[src/rtl/alu_muldiv.sv]
// alu_muldiv: iterative multiply/divide unit, one bit per cycle (shift-add / restoring divide).
// Define OSIRIS_MULDIV_DIV_EN to build the divider; otherwise ops 100-111 complete as illegal.
module alu_muldiv #(
  parameter int unsigned WIDTH = 32
) (
  input  logic             i_clk,
  input  logic             i_rst_n,
  input  logic             i_valid_EX,
  output logic             o_ready_EX,
  input  logic [2:0]       i_op_EX,
  input  logic [WIDTH-1:0] i_rs1_EX,
  input  logic [WIDTH-1:0] i_rs2_EX,
  input  logic             i_flush_EX,
  output logic             o_valid_EX,
  output logic [WIDTH-1:0] o_result_EX,
  output logic             o_illegal_EX
);

  localparam int unsigned CntW = $clog2(WIDTH) + 1;
  localparam logic [CntW-1:0] LastIter = CntW'(WIDTH - 1);

  typedef enum logic [1:0] {StIdle, StCalc, StFix, StDone} state_e;

  state_e             state_q;
  logic [CntW-1:0]    cnt_q;
  logic [2:0]         op_q;
  logic               sign1_q;
  logic               sign2_q;
  logic [WIDTH-1:0]   opnd_q;
  logic [2*WIDTH-1:0] acc_q;
  logic               valid_q;
  logic               illegal_q;
  logic [WIDTH-1:0]   result_q;

  // Request decode: signedness per operand, then magnitudes.
  logic             rs1_signed;
  logic             rs2_signed;
  logic             sign1;
  logic             sign2;
  logic [WIDTH-1:0] mag1;
  logic [WIDTH-1:0] mag2;

  assign rs1_signed = (i_op_EX == 3'b001) | (i_op_EX == 3'b010) |
                      (i_op_EX == 3'b100) | (i_op_EX == 3'b110);
  assign rs2_signed = (i_op_EX == 3'b001) | (i_op_EX == 3'b100) | (i_op_EX == 3'b110);
  assign sign1      = rs1_signed & i_rs1_EX[WIDTH-1];
  assign sign2      = rs2_signed & i_rs2_EX[WIDTH-1];
  assign mag1       = sign1 ? -i_rs1_EX : i_rs1_EX;
  assign mag2       = sign2 ? -i_rs2_EX : i_rs2_EX;

  // Multiply step: conditionally add multiplicand into the high half, shift right.
  logic [WIDTH-1:0]   mul_addend;
  logic [WIDTH:0]     mul_sum;
  logic [2*WIDTH-1:0] mul_next;
  logic [2*WIDTH-1:0] acc_step;

  assign mul_addend = acc_q[0] ? opnd_q : '0;
  assign mul_sum    = {1'b0, acc_q[2*WIDTH-1:WIDTH]} + {1'b0, mul_addend};
  assign mul_next   = {mul_sum, acc_q[WIDTH-1:1]};

`ifdef OSIRIS_MULDIV_DIV_EN
  localparam logic [WIDTH-1:0] MinNeg = {1'b1, {(WIDTH-1){1'b0}}};

  // Restoring divide: acc = {remainder, dividend/quotient}, quotient bits shift in at LSB.
  logic [WIDTH:0]     div_trial;
  logic [WIDTH:0]     div_diff;
  logic [2*WIDTH-1:0] div_next;
  logic               div_zero;
  logic               div_ovf;
  logic [WIDTH-1:0]   short_res;

  assign div_trial = {acc_q[2*WIDTH-1:WIDTH], acc_q[WIDTH-1]};
  assign div_diff  = div_trial - {1'b0, opnd_q};
  assign div_next  = div_diff[WIDTH] ? {div_trial[WIDTH-1:0], acc_q[WIDTH-2:0], 1'b0}
                                     : {div_diff[WIDTH-1:0], acc_q[WIDTH-2:0], 1'b1};
  assign acc_step  = op_q[2] ? div_next : mul_next;

  assign div_zero  = (i_rs2_EX == '0);
  assign div_ovf   = ~i_op_EX[0] & (i_rs1_EX == MinNeg) & (&i_rs2_EX);
  always_comb begin
    short_res = '0;
    if (i_op_EX[1]) short_res = div_zero ? i_rs1_EX : '0;
    else            short_res = div_zero ? '1 : i_rs1_EX;
  end
`else
  assign acc_step  = mul_next;
`endif

  // Sign correction and half/quotient/remainder selection.
  logic               res_neg;
  logic [2*WIDTH-1:0] prod;
  logic [WIDTH-1:0]   fix_res;

  assign res_neg = sign1_q ^ sign2_q;
  assign prod    = res_neg ? -acc_q : acc_q;

  always_comb begin
    fix_res = '0;
    unique case (op_q)
      3'b000:                 fix_res = prod[WIDTH-1:0];
      3'b001, 3'b010, 3'b011: fix_res = prod[2*WIDTH-1:WIDTH];
`ifdef OSIRIS_MULDIV_DIV_EN
      3'b100, 3'b101: fix_res = res_neg ? -acc_q[WIDTH-1:0] : acc_q[WIDTH-1:0];
      3'b110, 3'b111: fix_res = sign1_q ? -acc_q[2*WIDTH-1:WIDTH] : acc_q[2*WIDTH-1:WIDTH];
`endif
      default:                fix_res = '0;
    endcase
  end

  always_ff @(posedge i_clk or negedge i_rst_n) begin
    if (!i_rst_n) begin
      state_q   <= StIdle;
      cnt_q     <= '0;
      op_q      <= '0;
      sign1_q   <= 1'b0;
      sign2_q   <= 1'b0;
      opnd_q    <= '0;
      acc_q     <= '0;
      valid_q   <= 1'b0;
      illegal_q <= 1'b0;
      result_q  <= '0;
    end else if (i_flush_EX) begin
      state_q   <= StIdle;
      valid_q   <= 1'b0;
      illegal_q <= 1'b0;
    end else begin
      valid_q   <= 1'b0;
      illegal_q <= 1'b0;
      unique case (state_q)
        StIdle: begin
          if (i_valid_EX) begin
            op_q    <= i_op_EX;
            sign1_q <= sign1;
            sign2_q <= sign2;
            cnt_q   <= '0;
            if (i_op_EX[2]) begin
`ifdef OSIRIS_MULDIV_DIV_EN
              opnd_q <= mag2;
              acc_q  <= {{WIDTH{1'b0}}, mag1};
              if (div_zero || div_ovf) begin
                state_q  <= StDone;
                valid_q  <= 1'b1;
                result_q <= short_res;
              end else begin
                state_q <= StCalc;
              end
`else
              state_q   <= StDone;
              valid_q   <= 1'b1;
              illegal_q <= 1'b1;
              result_q  <= '0;
`endif
            end else begin
              opnd_q  <= mag1;
              acc_q   <= {{WIDTH{1'b0}}, mag2};
              state_q <= StCalc;
            end
          end
        end
        StCalc: begin
          acc_q <= acc_step;
          cnt_q <= cnt_q + 1'b1;
          if (cnt_q == LastIter) state_q <= StFix;
        end
        StFix: begin
          result_q <= fix_res;
          valid_q  <= 1'b1;
          state_q  <= StDone;
        end
        StDone:  state_q <= StIdle;
        default: state_q <= StIdle;
      endcase
    end
  end

  assign o_ready_EX   = (state_q == StIdle);
  assign o_valid_EX   = valid_q;
  assign o_result_EX  = result_q;
  assign o_illegal_EX = illegal_q;

endmodule

[config.mk]
export PLATFORM = sky130hd
export DESIGN_NAME = alu_muldiv
export DESIGN_NICKNAME = d
export VERILOG_FILES = /design/src/rtl/alu_muldiv.sv
export SDC_FILE = /design/constraint.sdc
export NUM_CORES = 1
export LEC_CHECK = 0
export BUFFER_PORTS_ARGS = -buffer_cell sky130_fd_sc_hd__buf_2
export CORE_ASPECT_RATIO = 1.25
export CORE_UTILIZATION = 30
export DETAILED_ROUTE_END_ITERATION = 10
export GPL_ROUTABILITY_DRIVEN = 0
export SETUP_SLACK_MARGIN = 0.5
export SYNTH_ARGS = -nofsm -noshare
export SYNTH_HDL_FRONTEND = slang
export SYNTH_SLANG_ARGS = --single-unit
export TNS_END_PERCENT = 50
[constraint.sdc]
create_clock -name i_clk -period 3.35 [get_ports i_clk]
set_input_delay 0.335 -clock i_clk [delete_from_list [all_inputs] [get_ports i_clk]]
set_output_delay 0.335 -clock i_clk [all_outputs]
set_load 0.05 [all_outputs]
==> reports/metrics.yaml <==
multi_input_area_um2: 7002
m1WireLength_um: 14370
layout_common_cells: "nand2_1 (141), dfrtp_1 (140), a21oi_1 (117), nor2_1 (116), o21ai_0 (112)"
worstPathRequired_ns: 3.68
reg2regPathDepth: 11
via_per_inst: 5.333
syn2layout_area_growth_pct: 26.02
dp.cells: 1782
cts_sinks: 143
min_from: "i_op_EX[1]"
grt_max_degree: 72
setup_viol: 0
synth_nets: 1389
r2r-end: "acc_q[61]"
ff2ff_setup_slack_ns: 0.30
groute.usage.overall_pct: 17.83
synth_edf_count: 0
reg2reg_from: "acc_q[0]"
p_int_uw: 6360
finalClockSkew_ns: 0.01434
synth_ff_type: "dfrtp_1"
ir_drop_v: 0.0004031
rows: 75
antenna_cells: 0
power_switching_share_pct: 46.71
dieArea_um2: 35370
period_share_pct: 91.12
core_um2: 33780
synth_cell_types: 67
dpl-instance-area_um2: 11610
drv_cap: 0
synthTopCellsByArea: "dfrtp_1 (34%), xnor2_1 (6.7%), a21oi_1 (6.3%), o21ai_0 (6.1%), xor2_1 (5.3%)"
cts_tree: "built"
min_period_ns: 3.053
top_layer_used: "met5"
area.sequential_um2: 3582
vias: 9882
wl_met3_um: 1631
io-pin-count: 106
wl_per_cell_um: 17.17
drtIter0Drc: 720
cts_root_buffer: "clkbuf_16"
crit_chain: "buf_12, and2_4, ha_4, o211ai_1, a21oi_4, o21ai_2, or4b_4, nand4_1, a21boi_1, or3_1, a32o_1"
crit_arrival_ns: 3.38
drt_first_pass_iters: 6
drt-total-wl_um: 31820
dr_wl_met2_um: 15060
slew_headroom_pct: 51.66
fin_area_um2: 13090
ys_ff_latch: 143
critPathMaxFanout: 6
finalHoldViolCount: 0
pwr-share-comb_pct: 55.6
cellPowerDensity_nw_per_um2: 911.9
grt_pass1_wl_um: 50180
portBuffers: 105
slew_viol_final: 0
antenna_found_initial: 1
ys_seq_area_share_pct: 34.46
cts_made_buffers: 17
leakage_uw: 0.005550
critPathCaptureType: "flop"
worst_pin_slew_ns: 0.7184
cp_top_family: "simple AND/OR/NAND/NOR gates"
nNetsFinal: 1528
crit_path_start: "acc_q[0]"
setup_tns_ns: 0
cts_max_level: 4
yosys_warnings: 0
hold_depth: 3
synth_top_area_share_pct: 34.46
drtAntennaViolNets: 0
hold_path_end: "op_q[1]"
critical_path_class: "reg2reg"
final_cells: 1853
drc: 0
hpwl_um: 22750
grt_overflow_total: 0
fmax_mhz: 327.6
yosys.area.top_type: "dfrtp_1"
avgSynthCellArea_um2: 8.126
power_switching_uw: 5574
path_buf_inv: 1
dieWidth_um: 168.4
grt_pass1_vias: 9550
insertion_delay_ns: 0.44
slowest_delay_ns: 0.50
outcome: "complete, no violations"
drive_above_1_share_pct: 22.38
slowest_stage: "or4b_4"
p_clk_share_pct: 17.6
synth_async_sr_flop_share_pct: 100.0
hp-class: "in2reg"
final_util_pct: 38.74
clock_path_buffers: 2
cp-start-kind: "flop"
mostFrequentLayoutCell: "nand2_1"
rsz0062_at_grt: "true"
syn_inst: 1278
pwr-share-seq_pct: 26.7
initial_core_util_pct: 30.74
nFillCells: 3424
synth_area_um2: 10380
clk_pin_slew_worst_paths_ns: 0.07
dieHeight_um: 210.0
## synth_stat cells (all sizes together) (17+ instances only)
master,n
dfrtp,143
nand2,142
a21oi,130
o21ai,127
nor2,118
xnor2,79
xor2,63
clkbuf,53
and2,42
ha,39
nor3,39
inv,35
o31ai,26
a31oi,18
a22oi,17
## what timing repair did
action / 4_1_cts / 5_1_grt
gates resized for setup: 51 / 62
hold endpoints to repair: 69 / 0
buffers inserted: 18 / 18
hold buffers: 1 / 0
setup endpoints to repair: 30 / 40
cloned: 2 / 0
pin swaps: 20 / 31
## sequential cells by signal, indices dropped and copies added, names as in the netlist
name,cells
o_valid_EX,1
o_illegal_EX,1
cnt_q,6
acc_q,64
opnd_q,32
op_q,3
state_q,2
o_result_EX,32
sign1_q,1
sign2_q,1
## routing by layer
metal	up-vias	track usage [%]
met2	284	29.60
met3	53	2.685
met5	-	0
met1	4707	23.70
met4	2	5.831
li1	4836	-
## cell families after synthesis
group                    share of synthesized area (%)
multiplexers                                     1.602
AO/OA/AOI/OAI                                    22.88
buffers and inverters                            3.530
AND/OR/NAND/NOR                                  20.66
flip-flops                                       34.46
adder cells (fa/ha/maj)                          4.892
XOR/XNOR                                         11.98
## worst max path at each step
stage,end,slack [ns],cells after the start
2_1_floorplan,acc_q[56],0.44,13
3_3_place_gp,acc_q[61],0.26,13
3_5_place_dp,acc_q[61],0.20,13
4_1_cts,acc_q[61],0.35,13
5_1_grt,acc_q[61],0.21,11
6_report,acc_q[61],0.30,11
## power groups by stage
stage                     registers, uW  clock network [uW]  logic [uW]
after floorplan                    3480                   0        3910
after global placement             3150                   0        5770
after detailed placement           3180                   0        5800
after CTS                          3160                2130        6200
after global routing               3280                2210        7240
final                              3190                2100        6640
## layout make-up
type                    instances  area share [%]
flip-flops and latches        143           27.37
repair buffers                182           9.187
well taps                     423           4.044
inverters                      35           1.004
clock inverters                13           1.511
clock buffers                  19           3.384
multi-input cells            1038           53.50
## stage by stage
stage	total power (uW)	worst slack (ns)	hold slack, ns
after floorplan	7384	0.4413	0.03941
after global placement	8918	0.2577	0.4117
after detailed placement	8980	0.1973	0.4144
after CTS	11490	0.3528	0.1281
after global routing	12730	0.2054	0.1667
final	11930	0.2974	0.1402
## tightest hold or removal path, delay by kind of cell
family / cells / cell delay (ns)
AND/OR/NAND/NOR: 2 / 0.10
buffers and inverters: 1 / 0.11
No activity file was read; power rests on OpenSTA's default activity.
